**src/rtl/ripple_add_sequencer_if.sv**
```systemverilog
// ripple_add_sequencer_if
// Groups the operand request and result handshakes of ripple_add_sequencer.
//
// Parameters:
//   NIBBLES   number of 4-bit slices per operand (W = 4*NIBBLES)
// Signals:
//   in_valid / in_ready     operand handshake (requester -> block)
//   a, b, c_in              operands and carry into nibble 0
//   sub                     subtract select, only with RIPPLE_ADD_SEQUENCER_SUB_EN
//   out_valid / out_ready   result handshake (block -> consumer)
//   sum, c_out              result and carry out of the top nibble
//   busy                    block is running or holding a result
// Modports: master = requester/consumer side, slave = the sequencer.
// Configuration macro: RIPPLE_ADD_SEQUENCER_SUB_EN adds the sub signal.

interface ripple_add_sequencer_if #(
    parameter int unsigned NIBBLES = 4
);
    localparam int unsigned W = 4 * NIBBLES;

    logic         in_valid;
    logic         in_ready;
    logic [W-1:0] a;
    logic [W-1:0] b;
    logic         c_in;
`ifdef RIPPLE_ADD_SEQUENCER_SUB_EN
    logic         sub;
`endif
    logic         out_valid;
    logic         out_ready;
    logic [W-1:0] sum;
    logic         c_out;
    logic         busy;

`ifdef RIPPLE_ADD_SEQUENCER_SUB_EN
    modport master (
        output in_valid, a, b, c_in, sub, out_ready,
        input  in_ready, out_valid, sum, c_out, busy
    );
    modport slave (
        input  in_valid, a, b, c_in, sub, out_ready,
        output in_ready, out_valid, sum, c_out, busy
    );
`else
    modport master (
        output in_valid, a, b, c_in, out_ready,
        input  in_ready, out_valid, sum, c_out, busy
    );
    modport slave (
        input  in_valid, a, b, c_in, out_ready,
        output in_ready, out_valid, sum, c_out, busy
    );
`endif

endinterface

```
**src/rtl/ripple_add_sequencer.sv**
```systemverilog
// ripple_add_sequencer
// W-bit adder built from a single 4-bit add slice, evaluated once per RUN cycle,
// least-significant nibble first. A job takes exactly NIBBLES RUN cycles; the
// result is then held with out_valid until the consumer takes it.
//
// Parameters:
//   NIBBLES   4-bit slices per operand, 1..16 (W = 4*NIBBLES)
// Ports:
//   clk       clock, rising edge
//   rst_n     asynchronous active-low reset
//   bus       ripple_add_sequencer_if.slave (operand and result handshakes)
// Configuration macro: RIPPLE_ADD_SEQUENCER_SUB_EN enables A-B via bus.sub
// (B is inverted and the carry-in forced to 1; c_out=1 then means no borrow).

module ripple_add_sequencer #(
    parameter int unsigned NIBBLES = 4
) (
    input  logic                  clk,
    input  logic                  rst_n,
    ripple_add_sequencer_if.slave bus
);

    localparam int unsigned W  = 4 * NIBBLES;
    localparam int unsigned KW = (NIBBLES > 1) ? $clog2(NIBBLES) : 1;
    localparam logic [KW-1:0] KLast = KW'(NIBBLES - 1);

    typedef enum logic [1:0] {StIdle, StRun, StDone} state_e;

    state_e        state_q, state_d;
    logic [W-1:0]  a_q, a_d;
    logic [W-1:0]  b_q, b_d;
    logic [W-1:0]  sum_q, sum_d;
    logic          carry_q, carry_d;
    logic          c_out_q, c_out_d;
    logic [KW-1:0] k_q, k_d;

    logic [KW+1:0] shamt;
    logic [3:0]    a_nib;
    logic [3:0]    b_nib;
    logic [4:0]    slice;
    logic          last_nib;
    logic [W-1:0]  nib_mask;

    // Bit offset of nibble k is 4*k.
    assign shamt    = {k_q, 2'b00};
    assign a_nib    = 4'(a_q >> shamt);
    assign b_nib    = 4'(b_q >> shamt);
    assign slice    = {1'b0, a_nib} + {1'b0, b_nib} + {4'b0000, carry_q};
    assign last_nib = (k_q == KLast);
    assign nib_mask = W'(4'hF) << shamt;

    // State register
    always_ff @(posedge clk or negedge rst_n) begin
        if (!rst_n) begin
            state_q <= StIdle;
            a_q     <= '0;
            b_q     <= '0;
            sum_q   <= '0;
            carry_q <= 1'b0;
            c_out_q <= 1'b0;
            k_q     <= '0;
        end else begin
            state_q <= state_d;
            a_q     <= a_d;
            b_q     <= b_d;
            sum_q   <= sum_d;
            carry_q <= carry_d;
            c_out_q <= c_out_d;
            k_q     <= k_d;
        end
    end

    // Next-state logic
    always_comb begin
        state_d = state_q;
        unique case (state_q)
            StIdle:  if (bus.in_valid)  state_d = StRun;
            StRun:   if (last_nib)      state_d = StDone;
            StDone:  if (bus.out_ready) state_d = StIdle;
            default: state_d = StIdle;
        endcase
    end

    // Datapath next-state: operands only load on accept, so in_valid outside
    // IDLE cannot disturb a running job.
    always_comb begin
        a_d     = a_q;
        b_d     = b_q;
        sum_d   = sum_q;
        carry_d = carry_q;
        c_out_d = c_out_q;
        k_d     = k_q;
        if (state_q == StIdle && bus.in_valid) begin
            a_d = bus.a;
            k_d = '0;
`ifdef RIPPLE_ADD_SEQUENCER_SUB_EN
            b_d     = bus.sub ? ~bus.b : bus.b;
            carry_d = bus.sub | bus.c_in;
`else
            b_d     = bus.b;
            carry_d = bus.c_in;
`endif
        end else if (state_q == StRun) begin
            sum_d   = (sum_q & ~nib_mask) | (W'(slice[3:0]) << shamt);
            carry_d = slice[4];
            k_d     = last_nib ? '0 : k_q + 1'b1;
            if (last_nib) begin
                c_out_d = slice[4];
            end
        end
    end

    // Outputs
    always_comb begin
        bus.in_ready  = (state_q == StIdle);
        bus.out_valid = (state_q == StDone);
        bus.busy      = (state_q != StIdle);
        bus.sum       = sum_q;
        bus.c_out     = c_out_q;
    end

endmodule

```
**src/flat_wrapper.sv**
```systemverilog
// flat-port wrapper written by rule: the top's interface ports become plain ports
module ripple_add_sequencer_flat 
#(
    parameter int unsigned NIBBLES = 4
)
  (clk, rst_n, bus_in_valid, bus_a, bus_b, bus_c_in, bus_out_ready, bus_in_ready, bus_out_valid, bus_sum, bus_c_out, bus_busy);
  ripple_add_sequencer_if #(.NIBBLES(NIBBLES)) bus_i ();
  input  logic clk;
  input  logic rst_n;
  input wire logic [$bits(bus_i.in_valid)-1:0] bus_in_valid;
  input wire logic [$bits(bus_i.a)-1:0] bus_a;
  input wire logic [$bits(bus_i.b)-1:0] bus_b;
  input wire logic [$bits(bus_i.c_in)-1:0] bus_c_in;
  input wire logic [$bits(bus_i.out_ready)-1:0] bus_out_ready;
  output wire logic [$bits(bus_i.in_ready)-1:0] bus_in_ready;
  output wire logic [$bits(bus_i.out_valid)-1:0] bus_out_valid;
  output wire logic [$bits(bus_i.sum)-1:0] bus_sum;
  output wire logic [$bits(bus_i.c_out)-1:0] bus_c_out;
  output wire logic [$bits(bus_i.busy)-1:0] bus_busy;
  assign bus_i.in_valid = bus_in_valid;
  assign bus_i.a = bus_a;
  assign bus_i.b = bus_b;
  assign bus_i.c_in = bus_c_in;
  assign bus_i.out_ready = bus_out_ready;
  assign bus_in_ready = bus_i.in_ready;
  assign bus_out_valid = bus_i.out_valid;
  assign bus_sum = bus_i.sum;
  assign bus_c_out = bus_i.c_out;
  assign bus_busy = bus_i.busy;
  ripple_add_sequencer #(.NIBBLES(NIBBLES)) u_core (.clk(clk), .rst_n(rst_n), .bus(bus_i));
endmodule
```
**config.mk**
```make
export PLATFORM = sky130hd
export DESIGN_NAME = ripple_add_sequencer_flat
export DESIGN_NICKNAME = d
export VERILOG_FILES = /design/src/rtl/ripple_add_sequencer_if.sv /design/src/rtl/ripple_add_sequencer.sv /design/src/flat_wrapper.sv
export SDC_FILE = /design/constraint.sdc
export NUM_CORES = 1
export LEC_CHECK = 0
export BUFFER_PORTS_ARGS = -buffer_cell sky130_fd_sc_hd__buf_2
export CAP_MARGIN = 15
export CELL_PAD_IN_SITES_DETAIL_PLACEMENT = 1
export CELL_PAD_IN_SITES_GLOBAL_PLACEMENT = 1
export CORE_MARGIN = 4
export CORE_UTILIZATION = 37
export DETAILED_ROUTE_END_ITERATION = 6
export GPL_TIMING_DRIVEN = 0
export PLACE_DENSITY_LB_ADDON = 0.08
export RECOVER_POWER = 25
export SLEW_MARGIN = 30
export SYNTH_ARGS = -nofsm -noshare
export SYNTH_HDL_FRONTEND = slang
export SYNTH_SLANG_ARGS = --single-unit
```
**constraint.sdc**
```tcl
create_clock -name clk -period 2.8 [get_ports clk]
set_clock_uncertainty 0.15 [all_clocks]
set_input_delay 0.84 -clock clk [delete_from_list [all_inputs] [get_ports clk]]
set_output_delay 0.84 -clock clk [all_outputs]
set_load 0.1 [all_outputs]
```
==> results of run 1 <==
per-stage QoR:
step | hold slack, ns | utilization, % | instances
4_1_cts | 0.3330 | 46.39 | 371
3_5_place_dp | 0.3103 | 44.59 | 362
3_3_place_gp | 0.3044 | 44.55 | 362
2_1_floorplan | 0.2891 | - | 229
5_1_grt | 0.3651 | 46.43 | 371
6_report | 0.3264 | 46.43 | 371
layout make-up:
class                           count  area [um2]  area share, %
Multi-Input combinational cell    161        1044          35.00
Tap cell                           77       96.34          3.231
Timing Repair Buffer               57       287.8          9.652
Clock inverter                      1       5.005         0.1679
Inverter                            4       15.01         0.5036
Sequential cell                    54        1353          45.36
Buffer                             10       95.09          3.189
Clock buffer                        7       86.33          2.896
layout by cell type (no fill, tap or decap), drive strengths merged, types with 2 or more instances in the layout:
cell	count
nand2	102
buf	65
dfrtp	54
a22o	12
clkbuf	9
mux4	8
ha	7
inv	4
nor3	4
o21ai	4
a32o	4
nand2b	2
a21o	2
nand3	2
o31ai	2
fa	2
worst paths after layout:
kind | cells after the start | slack [ns] | startpoint | to
max | 7 | 0.12 | u_core.k_q[0] | u_core.carry_q
min | 2 | 0.33 | u_core.a_q[11] | u_core.a_q[11]
max reg2reg | 7 | 0.12 | u_core.k_q[0] | u_core.carry_q
min reg2reg | 2 | 0.33 | u_core.a_q[11] | u_core.a_q[11]
max in group asynchronous | 1 | 0.91 | rst_n | u_core.k_q[0]
min in group asynchronous | 1 | 0.69 | rst_n | u_core.bus.sum[13]
critical path, delay by kind of cell, from the launching register on:
family | cells | cell delay [ns]
compound gates | 3 | 0.45
fa+ha+maj | 2 | 0.84
buf+inv | 1 | 0.18
flops | 1 | 0.38
mux | 1 | 0.56
logic make-up after synthesis:
group	Yosys count	share of synthesized area, %
buffers and inverters	14	4.179
AO/OA/AOI/OAI	26	8.358
AND/OR/NAND/NOR	117	20.34
XOR/XNOR	1	0.3525
multiplexers	8	7.251
flip-flops	54	54.38
adder cells (fa/ha/maj)	9	5.136
flip-flops by register name, summed over array words and instances, names as in the netlist:
name / count
u_core.bus.sum: 16
u_core.state_q: 2
u_core.carry_q: 1
u_core.b_q: 16
u_core.k_q: 2
u_core.bus.c_out: 1
u_core.a_q: 16
what timing repair did:
action                     in CTS  in global routing
setup buffers                   1                  0
setup endpoints to repair      14                  6
pin swaps                       0                  0
resized for setup               4                  2
metal layers:
layer | share of wire (%) | wire length [um] | GRT usage, %
met1 | 45 | 2646 | 21.12
met2 | 50 | 2934 | 26.19
met3 | 4.5 | 267 | 3.923
met4 | 0.88 | 52 | 3.444
met5 | 0 | 0 | 0
==> impl_results.md, run 1 <==
- CTS Hold Bufs: 0
- Synth async-reset ratio: 100.0%
- Cell breakdown of the critical path: buf_6 -> mux4_2 -> fa_1 -> fa_2 -> a21o_1 -> a21oi_2 -> o211ai_1
- Area share of the largest cell type after synthesis: 54.38%
- Vias: 1850
- Synth Cell Area: 0.002485 mm2
- Critical Path End Type: register
- Vias in the first global route: 2015
- DR vias/cell: 4.987
- RSZ-0062 raised after global routing: no
- Final min period: 2.683 ns
- Hold Crit Class: reg2reg
- Detailed placement HPWL: 4303 um
- Share of layout cells above drive strength 1: 31.63%
- Sink Count: 54
- Largest net degree at the start of global routing: 55
- Ys flop type: dfrtp_1
- PortBufs: 56
- Area grow syn2layout: 19.99%
- Gate count after technology mapping: 229
- Startpoint Class: register
- Die X: 89.95 um
- Synth Warn #: 0
- Drt pass-1 iters: 4
- Syn avg cell area: 10.85 um2
- Grt ovf: 0
- Initial Util: 38.69%
- Total of max-cap violations: 0
- Sequential fraction of the synthesis area: 54.38%
- Post-synth EDFFs: 0
- Post-layout worst setup margin: 0.1172 ns
- Count of final max-slew check failures: 0
- Initial antenna violation count: 0
- Final #Nets: 339
- Endpoints failing setup: 0
- CP max FO: 10
- Routability cong.: 0.7705
- Fmax achieved: 0.3727 GHz
- CTS tree: yes
- Top post-synthesis cells by count: nand2_1 (102), dfrtp_1 (54), a22o_1 (12), mux4_2 (8), ha_1 (7)
- Most frequent cell after synthesis: nand2_1
- Worst Tran Pin Value: 1.366 ns
- CP max stage delay: 0.56 ns
- Htree depth: 2
- Clock-pin slew on the worst setup and hold paths: 0.09 ns
- Slew headroom: 8.938%
- Routed Antenna Nets: 0
- Synth top area cells: dfrtp_1 (54%), nand2_1 (15%), mux4_2 (7.3%), a22o_1 (4.2%), ha_1 (3.5%)
- TritonCTS Buffers: 5
- Endpoints failing hold: 0
- Clock root buffer: clkbuf_8
- Die Height: 89.95 um
- Placed Instance Area: 0.002864 mm2
- Status: completed
- Worst-Skew Late Latency: 0.30 ns
- Ant diodes: 0
- GRT Overall Usage: 15.81%
- Crit Path Category: reg2reg
- WL final: 5901 um
- Mapped Nets: 275
- Core ar.: 0.006422 mm2
- TNS Setup: 0 ns
- Top Ports: 57
- Post-route DRC: 0
- Critical path required time: 2.83 ns
- Fillers: 754
- Clock buffer depth: 2
- Die outline area: 0.008091 mm2
- WL/cell: 15.91 um
- Synth area leader: dfrtp_1
- Cell variety after synth: 28
- Finished Cell Area: 0.002982 mm2
- Pre-CTS setup slack: -0.2713 ns
- Final Cycle Share: 95.82%
- Num rows: 29
- First-pass GRT wire length: 10270 um
- CP max stage cell: mux4_2
- Flops & latches, synth: 54
- Initial DRC count: 37
- Critical path data arrival time: 2.71 ns
Power of run 1 is left out: the tool's default activity adds up to more than one toggle a clock period on the data nets, which glitch-free logic cannot reach.
==> run 2, diff against run 1 <==
- PLACE_DENSITY_LB_ADDON: 0.08 -> 0.12
- clock period: 2.8 -> 2.3 ns (I/O delays scaled with it)
==> run 2 against run 1 <==
The flow now finishes with violations (setup timing). Register-to-register slack got worse by 0.39 ns. Global-route usage barely moved. Setup slack got worse by 0.39 ns. Clock-buffer cell count fell by 2. Worst hold slack improved by 0.0039 ns. Critical endpoint unchanged. Highest routed layer unchanged.
==> impl_results.md, run 2 (synthesis results as in run 1) <==
- Status: finished with violations
- Failing checks: setup timing
- Endpoints failing hold: 0 (unchanged)
- CTS Hold Bufs: 0 (unchanged)
- Endpoints failing setup: 14 (+14)
- Pre-CTS setup slack: -0.5530 ns (-0.2818 ns)
- Detailed placement HPWL: 4286 um (-0.38%)
- Initial antenna violation count: 0 (unchanged)
- Total of max-cap violations: 0 (unchanged)
- Die X: 89.95 um (unchanged)
- Crit Path Category: reg2reg
- Most used cell, CP: fa_2
- Share of layout cells above drive strength 1: 35.97% (+4.3 points)
- Worst Tran Pin Value: 1.369 ns (+0.003056 ns)
- Ant diodes: 0 (unchanged)
- Vias: 1901 (+2.8%)
- Routed Antenna Nets: 0 (unchanged)
- DR vias/cell: 5.003 (+0.32%)
- Startpoint Class: register
- Final core occ: 48.41% (+2.0 points)
- Critical path data arrival time: 2.61 ns (-0.10 ns)
- Grt ovf: 0 (unchanged)
- Reg area: 0.001353 mm2 (unchanged)
- Worst-Skew Late Latency: 0.30 ns (about the same)
- Htree depth: 2 (unchanged)
- Register-to-register setup slack: -0.27 ns (-0.39 ns)
- Critical path required time: 2.34 ns (-0.49 ns)
- Hold Crit Class: reg2reg
- RSZ-0062 raised after global routing: yes
- Most common cell after layout, fill and taps aside: nand2_1
- Top Ports: 57 (unchanged)
- Vias in the first global route: 2056 (+2.0%)
- Most frequent cells in the layout: nand2_1 (102), buf_2 (57), dfrtp_1 (53)
- WL final: 6031 um (+2.2%)
- CP max FO: 6 (-4)
- Core ar.: 0.006422 mm2 (unchanged)
- TritonCTS Buffers: 5 (unchanged)
- CP max stage cell: mux4_2
- Critical Path End Type: register
- Area grow syn2layout: 25.13%
- Multi-input logic area: 0.001091 mm2 (+4.6%)
- Die Height: 89.95 um (unchanged)
- Clock-pin slew on the worst setup and hold paths: 0.09 ns (about the same)
- First-pass GRT wire length: 10220 um (-0.55%)
- Slew headroom: 8.734% (-0.20 points)
- Placed insts: 362 (unchanged)
- Largest net degree at the start of global routing: 55 (unchanged)
- Post-route DRC: 0 (unchanged)
- Cell breakdown of the critical path: buf_12 -> mux4_2 -> fa_2 -> fa_2 -> a21o_1 -> a21oi_2 -> o211ai_1
- Clock buffer depth: 2 (unchanged)
- Fmax achieved: 0.3884 GHz (+4.2%)
- Initial Util: 38.69% (unchanged)
- PortBufs: 56 (unchanged)
- Sink Count: 54 (unchanged)
- Post-layout worst setup margin: -0.2744 ns (-0.3915 ns)
- Initial DRC count: 65 (+76%)
- WL/cell: 15.87 um (-0.22%)
- Final Cycle Share: 111.9% (+16 points)
- Drt pass-1 iters: 4 (unchanged)
- Num rows: 29 (unchanged)
- Count of final max-slew check failures: 0 (unchanged)
- CP max stage delay: 0.52 ns (-0.04 ns)
- Die outline area: 0.008091 mm2 (unchanged)
- Final min period: 2.574 ns (-0.1085 ns)
- Routability cong.: 0.7464 (-3.1%)
- Fillers: 742 (-1.6%)
- CTS tree: yes
- Final Non-Filler Cells: 380 (+2.4%)
- Final #Nets: 349 (+2.9%)
- GRT Overall Usage: 15.83% (+0.017 points)
- Clock root buffer: clkbuf_8
[run 2: through the flow]
step	hold WS, ns	cell area [um2]	setup TNS, ns
5_1_grt	0.3511	3109	-3.693
3_5_place_dp	0.3097	2893	-5.821
3_3_place_gp	0.3073	2890	-5.063
4_1_cts	0.2965	3062	-2.968
6_report	0.3302	3109	-2.752
2_1_floorplan	0.2444	2514	-2.121
[run 2: path summary, 6_finish.rpt]
check / from / to / depth (start not counted)
max: u_core.k_q[0] / u_core.carry_q / 7
max in group asynchronous: rst_n / u_core.k_q[0] / 1
min reg2reg: u_core.b_q[13] / u_core.b_q[13] / 2
max reg2reg: u_core.k_q[0] / u_core.carry_q / 7
min in group asynchronous: rst_n / u_core.b_q[6] / 1
min: u_core.b_q[13] / u_core.b_q[13] / 2
[run 2: cell type report]
cell class	instances	area share, %
clock inverters	2	0.3219
flip-flops and latches	54	43.50
inverters	4	0.6036
clock buffers	5	2.213
well taps	77	3.099
repair buffers	67	11.83
plain buffers	10	3.340
multi-input cells	161	35.09
[run 2: timing repair]
| action | in CTS | in global routing |
|---|---|---|
| pin swaps | 6 | 6 |
| buffers inserted | 8 | 3 |
| gates resized for setup | 6 | 4 |
| endpoints found under the setup margin | 15 | 15 |
[run 2: worst max-delay path: cells and delay by family, from the launching register on]
family / cells / cell delay, ns
fa+ha+maj: 2 / 0.79
mux: 1 / 0.52
compound gates: 3 / 0.46
flops: 1 / 0.41
buf+inv: 1 / 0.12
[run 2: layer usage]
metal	GRT usage, %	vias up	part of all wire, %
met5	0	-	0
met4	5.740	0	1.2
met3	3.088	5	4.6
met2	26.44	37	49
met1	20.54	942	45
li1	-	917	-
Power of run 2 is left out for the same reason.
